### config.mk
export PLATFORM = sky130hd
export DESIGN_NAME = div_iter_core_flat
export DESIGN_NICKNAME = d
export VERILOG_FILES = /design/src/rtl/div_iter_core_if.sv /design/src/rtl/div_iter_core.sv /design/src/flat_wrapper.sv
export SDC_FILE = /design/constraint.sdc
export NUM_CORES = 1
export LEC_CHECK = 0
export BUFFER_PORTS_ARGS = -buffer_cell sky130_fd_sc_hd__buf_2
export CAP_MARGIN = 0
export CORE_ASPECT_RATIO = 0.6
export CORE_MARGIN = 5
export CORE_UTILIZATION = 45
export CTS_BUF_LIST = sky130_fd_sc_hd__clkbuf_16
export DETAILED_ROUTE_END_ITERATION = 10
export GPL_TIMING_DRIVEN = 0
export HOLD_SLACK_MARGIN = 0.12
export PLACE_DENSITY = 0.74
export SLEW_MARGIN = 20
export SYNTH_ARGS = -nofsm -noshare
export SYNTH_HDL_FRONTEND = slang
export SYNTH_SLANG_ARGS = --single-unit
### constraint.sdc
create_clock -name clk_i -period 5.27 [get_ports clk_i]
set_input_delay 1.054 -clock clk_i [delete_from_list [all_inputs] [get_ports clk_i]]
set_output_delay 1.054 -clock clk_i [all_outputs]
set_load 0.02 [all_outputs]
### src/rtl/div_iter_core_if.sv
// Handshake and data bundle for the iterative divider core.
// master drives requests and operands; slave is the divider itself.
interface div_iter_core_if #(
  parameter int XLEN = 32
);
  logic            start_i;
  logic [XLEN-1:0] dividend_i;
  logic [XLEN-1:0] divisor_i;
  logic [1:0]      op_div_i;
  logic            busy_o;
  logic            done_o;
  logic [XLEN-1:0] quot_o;
  logic [XLEN-1:0] rem_o;
  logic            dividend_neg_o;
  logic            divisor_neg_o;
  logic [1:0]      op_div_o;

  modport master (
    output start_i, dividend_i, divisor_i, op_div_i,
    input  busy_o, done_o, quot_o, rem_o, dividend_neg_o, divisor_neg_o, op_div_o
  );

  modport slave (
    input  start_i, dividend_i, divisor_i, op_div_i,
    output busy_o, done_o, quot_o, rem_o, dividend_neg_o, divisor_neg_o, op_div_o
  );
endinterface

### src/rtl/div_iter_core.sv
// Radix-2 restoring divider on operand magnitudes: one quotient bit per clock,
// signs and op code are passed on for a downstream sign-correction stage.
module div_iter_core #(
  parameter int XLEN = 32
) (
  input  logic            clk_i,
  input  logic            reset_i,
  div_iter_core_if.slave  div
);
  localparam int CW = (XLEN > 1) ? $clog2(XLEN) : 1;

  localparam logic [1:0] IDLE = 2'd0;
  localparam logic [1:0] RUN  = 2'd1;
  localparam logic [1:0] DONE = 2'd2;

  logic [1:0]      state_reg;
  logic [CW-1:0]   count_reg;
  logic [XLEN-1:0] quot_reg;
  logic [XLEN-1:0] rem_reg;
  logic [XLEN-1:0] dvs_reg;
  logic            dividend_neg_reg;
  logic            divisor_neg_reg;
  logic [1:0]      op_reg;

  // Operand 0 is the dividend, operand 1 the divisor.
  logic [XLEN-1:0] opnd [2];
  logic [XLEN-1:0] mag  [2];
  logic [1:0]      neg;

  assign opnd[0] = div.dividend_i;
  assign opnd[1] = div.divisor_i;

  generate
    for (genvar gi = 0; gi < 2; gi++) begin : g_mag
      // Negating the most negative value wraps to itself, which is its correct unsigned magnitude.
      assign neg[gi] = ~div.op_div_i[0] & opnd[gi][XLEN-1];
      assign mag[gi] = neg[gi] ? (~opnd[gi] + 1'b1) : opnd[gi];
    end
  endgenerate

  // Trial subtraction is one bit wider than the operands so the shifted-out remainder bit is kept.
  logic [XLEN:0] shifted;
  logic [XLEN:0] diff;
  logic          fits;

  assign shifted = {rem_reg, quot_reg[XLEN-1]};
  assign diff    = shifted - {1'b0, dvs_reg};
  assign fits    = (shifted >= {1'b0, dvs_reg});

  always_ff @(posedge clk_i) begin
    if (reset_i) begin
      state_reg        <= IDLE;
      count_reg        <= '0;
      quot_reg         <= '0;
      rem_reg          <= '0;
      dvs_reg          <= '0;
      dividend_neg_reg <= 1'b0;
      divisor_neg_reg  <= 1'b0;
      op_reg           <= 2'b00;
    end else begin
      case (state_reg)
        IDLE: begin
          if (div.start_i) begin
            op_reg           <= div.op_div_i;
            dividend_neg_reg <= neg[0];
            divisor_neg_reg  <= neg[1];
            quot_reg         <= mag[0];
            dvs_reg          <= mag[1];
            rem_reg          <= '0;
            count_reg        <= '0;
            state_reg        <= RUN;
          end
        end
        RUN: begin
          rem_reg   <= fits ? diff[XLEN-1:0] : shifted[XLEN-1:0];
          quot_reg  <= {quot_reg[XLEN-2:0], fits};
          count_reg <= count_reg + CW'(1);
          if (count_reg == CW'(XLEN - 1)) begin
            state_reg <= DONE;
          end
        end
        DONE: begin
          state_reg <= IDLE;
        end
        default: begin
          state_reg <= IDLE;
        end
      endcase
    end
  end

  assign div.busy_o         = (state_reg != IDLE);
  assign div.done_o         = (state_reg == DONE);
  assign div.quot_o         = quot_reg;
  assign div.rem_o          = rem_reg;
  assign div.dividend_neg_o = dividend_neg_reg;
  assign div.divisor_neg_o  = divisor_neg_reg;
  assign div.op_div_o       = op_reg;
endmodule
### src/flat_wrapper.sv
// flat-port wrapper written by rule: the top's interface ports become plain ports
module div_iter_core_flat 
#(
  parameter int XLEN = 32
)
  (clk_i, reset_i, div_start_i, div_dividend_i, div_divisor_i, div_op_div_i, div_busy_o, div_done_o, div_quot_o, div_rem_o, div_dividend_neg_o, div_divisor_neg_o, div_op_div_o);
  div_iter_core_if #(.XLEN(XLEN)) div_i ();
  input  logic clk_i;
  input  logic reset_i;
  input wire logic [$bits(div_i.start_i)-1:0] div_start_i;
  input wire logic [$bits(div_i.dividend_i)-1:0] div_dividend_i;
  input wire logic [$bits(div_i.divisor_i)-1:0] div_divisor_i;
  input wire logic [$bits(div_i.op_div_i)-1:0] div_op_div_i;
  output wire logic [$bits(div_i.busy_o)-1:0] div_busy_o;
  output wire logic [$bits(div_i.done_o)-1:0] div_done_o;
  output wire logic [$bits(div_i.quot_o)-1:0] div_quot_o;
  output wire logic [$bits(div_i.rem_o)-1:0] div_rem_o;
  output wire logic [$bits(div_i.dividend_neg_o)-1:0] div_dividend_neg_o;
  output wire logic [$bits(div_i.divisor_neg_o)-1:0] div_divisor_neg_o;
  output wire logic [$bits(div_i.op_div_o)-1:0] div_op_div_o;
  assign div_i.start_i = div_start_i;
  assign div_i.dividend_i = div_dividend_i;
  assign div_i.divisor_i = div_divisor_i;
  assign div_i.op_div_i = div_op_div_i;
  assign div_busy_o = div_i.busy_o;
  assign div_done_o = div_i.done_o;
  assign div_quot_o = div_i.quot_o;
  assign div_rem_o = div_i.rem_o;
  assign div_dividend_neg_o = div_i.dividend_neg_o;
  assign div_divisor_neg_o = div_i.divisor_neg_o;
  assign div_op_div_o = div_i.op_div_o;
  div_iter_core #(.XLEN(XLEN)) u_core (.clk_i(clk_i), .reset_i(reset_i), .div(div_i));
endmodule
==> flow_summary.yaml <==
outcome:
  status: "completed"
finish:
  syn_to_final_growth_pct: 18.0
  final_cell_mix: "buf_2 (139), dfxtp_1 (107), nand2_1 (106)"
  ff_latch_area_um2: 2140
  instances_no_fill: 1240
  mostFrequentLayoutCell: "buf_2"
  fillers: 1435
  nNetsFinal: 1138
  final_util_pct: 53.8
  multi_input_area_um2: 4470
  diodes: 0
  drive_above_1_share_pct: 16.6
timing:
  relSlewSlack_pct: 31.4
  finalSetupViolCount: 0
  finalSetupTns_ns: 0
  hold_violations: 0
  period_share_pct: 66.7
  skew_ns: 0.0117
  tightest_slew_ns: 1.02
  rsz0062_at_grt: "no"
  timing.final.ws_setup_ns: 1.76
  fin_crit_ns: 3.51
  fmax_ghz: 0.285
  slew_viol_final: 0
critical_path:
  cp_max_fo: 5
  cpMostUsedCell: "nand2_1"
  cp_data_arrival_time_ns: 3.80
  worst_setup_path_end_kind: "flop"
  slowest_delay_ns: 0.79
  worstSetupPathType: "primary input to flop"
  crit_required_ns: 5.56
  crit_path_top_delay_cell: "nor4_1"
  path_cells: "buf_2, nor4_1, nand2_1, nor4_1, nand2_1, nor3_2, nand3b_1, o41ai_2, xnor2_1, nand2_1, a21oi_1"
  path_buf_inv: 1
  start_kind: "primary input"
  crit_family: "simple AND/OR/NAND/NOR gates"
pwr:
  p_total_mw: 4.35
  power_per_cell_area_nw_per_um2: 531
  max-vdd-ir-drop_mv: 0.302
  leakagePower_nw: 3.52
synthesis:
  yosysTopAreaCell: "dfxtp_1"
  yosysSeqAreaShare_pct: 30.8
  ys.warnings.count: 0
  synth-async-reset-ratio_pct: 0
  syn_area_um2: 6950
  syn_nets: 989
  synth_edf_count: 0
  syn_inst: 883
  synth_cell_type_count: 60
  synth_flop_cell: "dfxtp_1"
  synth_top_area_share_pct: 30.8
  synth_seq_cells: 107
  synth_area_per_cell_um2: 7.87
  synth_area_leaders: "dfxtp_1 (31%), ha_1 (6.5%), a21oi_1 (6.1%)"
place:
  pre_cts_ws_ns: 1.55
  hpwl_um: 16600
  portBuffers: 138
  gp_congestion: 0.929
  placedCellCount: 1224
floorplanning:
  initial_core_util_pct: 45.6
  die_h_um: 106
  row_count: 35
  ios: 139
  core-area_um2: 15200
  die_area_um2: 18100
  fp.dieW_um: 170
clock_tree:
  tritoncts: "done"
  clock-root-buffer: "clkbuf_16"
  clock_latency_ns: 0.36
  hold_buffers: 0
  clk_pin_slew_ns: 0.09
  clock_tree.buffer_depth: 2
  h-tree-depth: 3
  post_cts.repair.setup_buffers: 0
  cts.sinks: 107
  cts_buffers: 9
  cts_resized: 0
global_routing:
  grt_max_degree: 22
  grt_pass1_wl_um: 33300
  grt_overflow: 0
  grt_pass1_vias: 6269
  grtUsageTotal_pct: 22.8
  grt_antenna_before_repair: 0
flow_run:
  max-cap-violations: 0
route:
  post_drt_wl_per_cell_um: 17.0
  vias: 6875
  viasPerCell: 5.54
  wirelength_um: 21100
  drt_iter0_markers: 660
  ant_nets: 0
  post-route-drc-count: 0
  drt-pass1-iter-count: 5
worst_hold_path:
  hold_class: "flop to flop"
## worst paths after layout
kind                                          start  slack [ns]                                      to  cells past startpoint
max                               div_dividend_i[4]        1.76      u_core.div.quot_o[29]$_SDFFE_PP0P_                     11
min          u_core.div.dividend_neg_o$_SDFFE_PP0P_        0.47  u_core.div.dividend_neg_o$_SDFFE_PP0P_                      2
max reg2reg          u_core.dvs_reg[1]$_SDFFE_PP0P_        1.86        u_core.div.rem_o[5]$_SDFFE_PP0P_                     14
min reg2reg  u_core.div.dividend_neg_o$_SDFFE_PP0P_        0.47  u_core.div.dividend_neg_o$_SDFFE_PP0P_                      2
## worst reg2reg max path: stages, from the launching register on
cell and delay, ns:
dfxtp_1 0.45, inv_1 0.07, ha_1 0.30, nor2b_1 0.17, o2111ai_1 0.16, a211o_1 0.32
a31oi_2 0.28, a31o_2 0.26, a21boi_1 0.11, nor2_1 0.27, a21o_1 0.17, buf_2 0.16
buf_4 0.24, mux2i_1 0.24, o21ai_0 0.09
## layer usage
| metal | track usage [%] | routed length [um] | vias to the layer above |
|---|---|---|---|
| met3 | 5.80 | 1990 | 13 |
| li1 | - | - | 3452 |
| met5 | 0 | 0 | - |
| met4 | 3.36 | 154 | 0 |
| met2 | 30.4 | 7920 | 266 |
| met1 | 36.7 | 11000 | 3144 |
## synth_stat cells (3+ instances only)
cell / n
o21ai_0: 59
nor4_1: 9
a311oi_1: 4
clkbuf_1: 37
ha_1: 36
nand4_1: 6
nand3_1: 13
xor2_1: 48
o41ai_1: 7
and2_1: 6
and3_1: 4
a31oi_1: 4
a21o_1: 22
buf_1: 7
nand2b_1: 8
nor3_1: 8
nor2_1: 69
o211ai_1: 4
a21oi_1: 85
or4_1: 5
o31ai_1: 8
nor2b_1: 10
a22oi_1: 30
inv_1: 42
a32oi_1: 9
a211oi_1: 26
a22o_1: 3
mux2i_1: 21
o21a_1: 5
xnor2_1: 36
dfxtp_1: 107
o21bai_1: 4
nand2_1: 106
## layout make-up
class / instances / share of cell area (%)
inverters: 42 / 1.92
plain buffers: 47 / 2.26
well taps: 203 / 3.10
multi-input cells: 687 / 54.5
repair buffers: 138 / 8.42
clock buffers: 9 / 2.75
flip-flops and latches: 107 / 26.1
clock inverters: 7 / 0.991
## cell families (layout without fill, tap and decap cells)
logic type | Yosys count | after routing | share of synthesized area (%)
AOI/OAI and AO/OA | 287 | 287 | 26.7
adders and majority gates | 37 | 37 | 6.77
DFF | 107 | 107 | 30.8
muxes | 21 | 21 | 3.02
and+or+nand+nor | 258 | 258 | 17.2
xor gates and xnor gates | 84 | 84 | 10.6
buffers and inverters | 89 | 243 | 4.93
## stage by stage
stage / cell area, um^2 / hold slack, ns
6_report: 8200 / 0.466
5_1_grt: 8200 / 0.482
4_1_cts: 8200 / 0.463
3_5_place_dp: 7900 / 0.447
3_3_place_gp: 7900 / 0.442
2_1_floorplan: 6950 / 0.432
## report_power, final
group	switching, mW	total, mW	internal (mW)
registers	0.132	1.07	0.936
logic	1.49	2.58	1.09
clock network	0.362	0.702	0.340
Power figures use the tool's default switching activity.
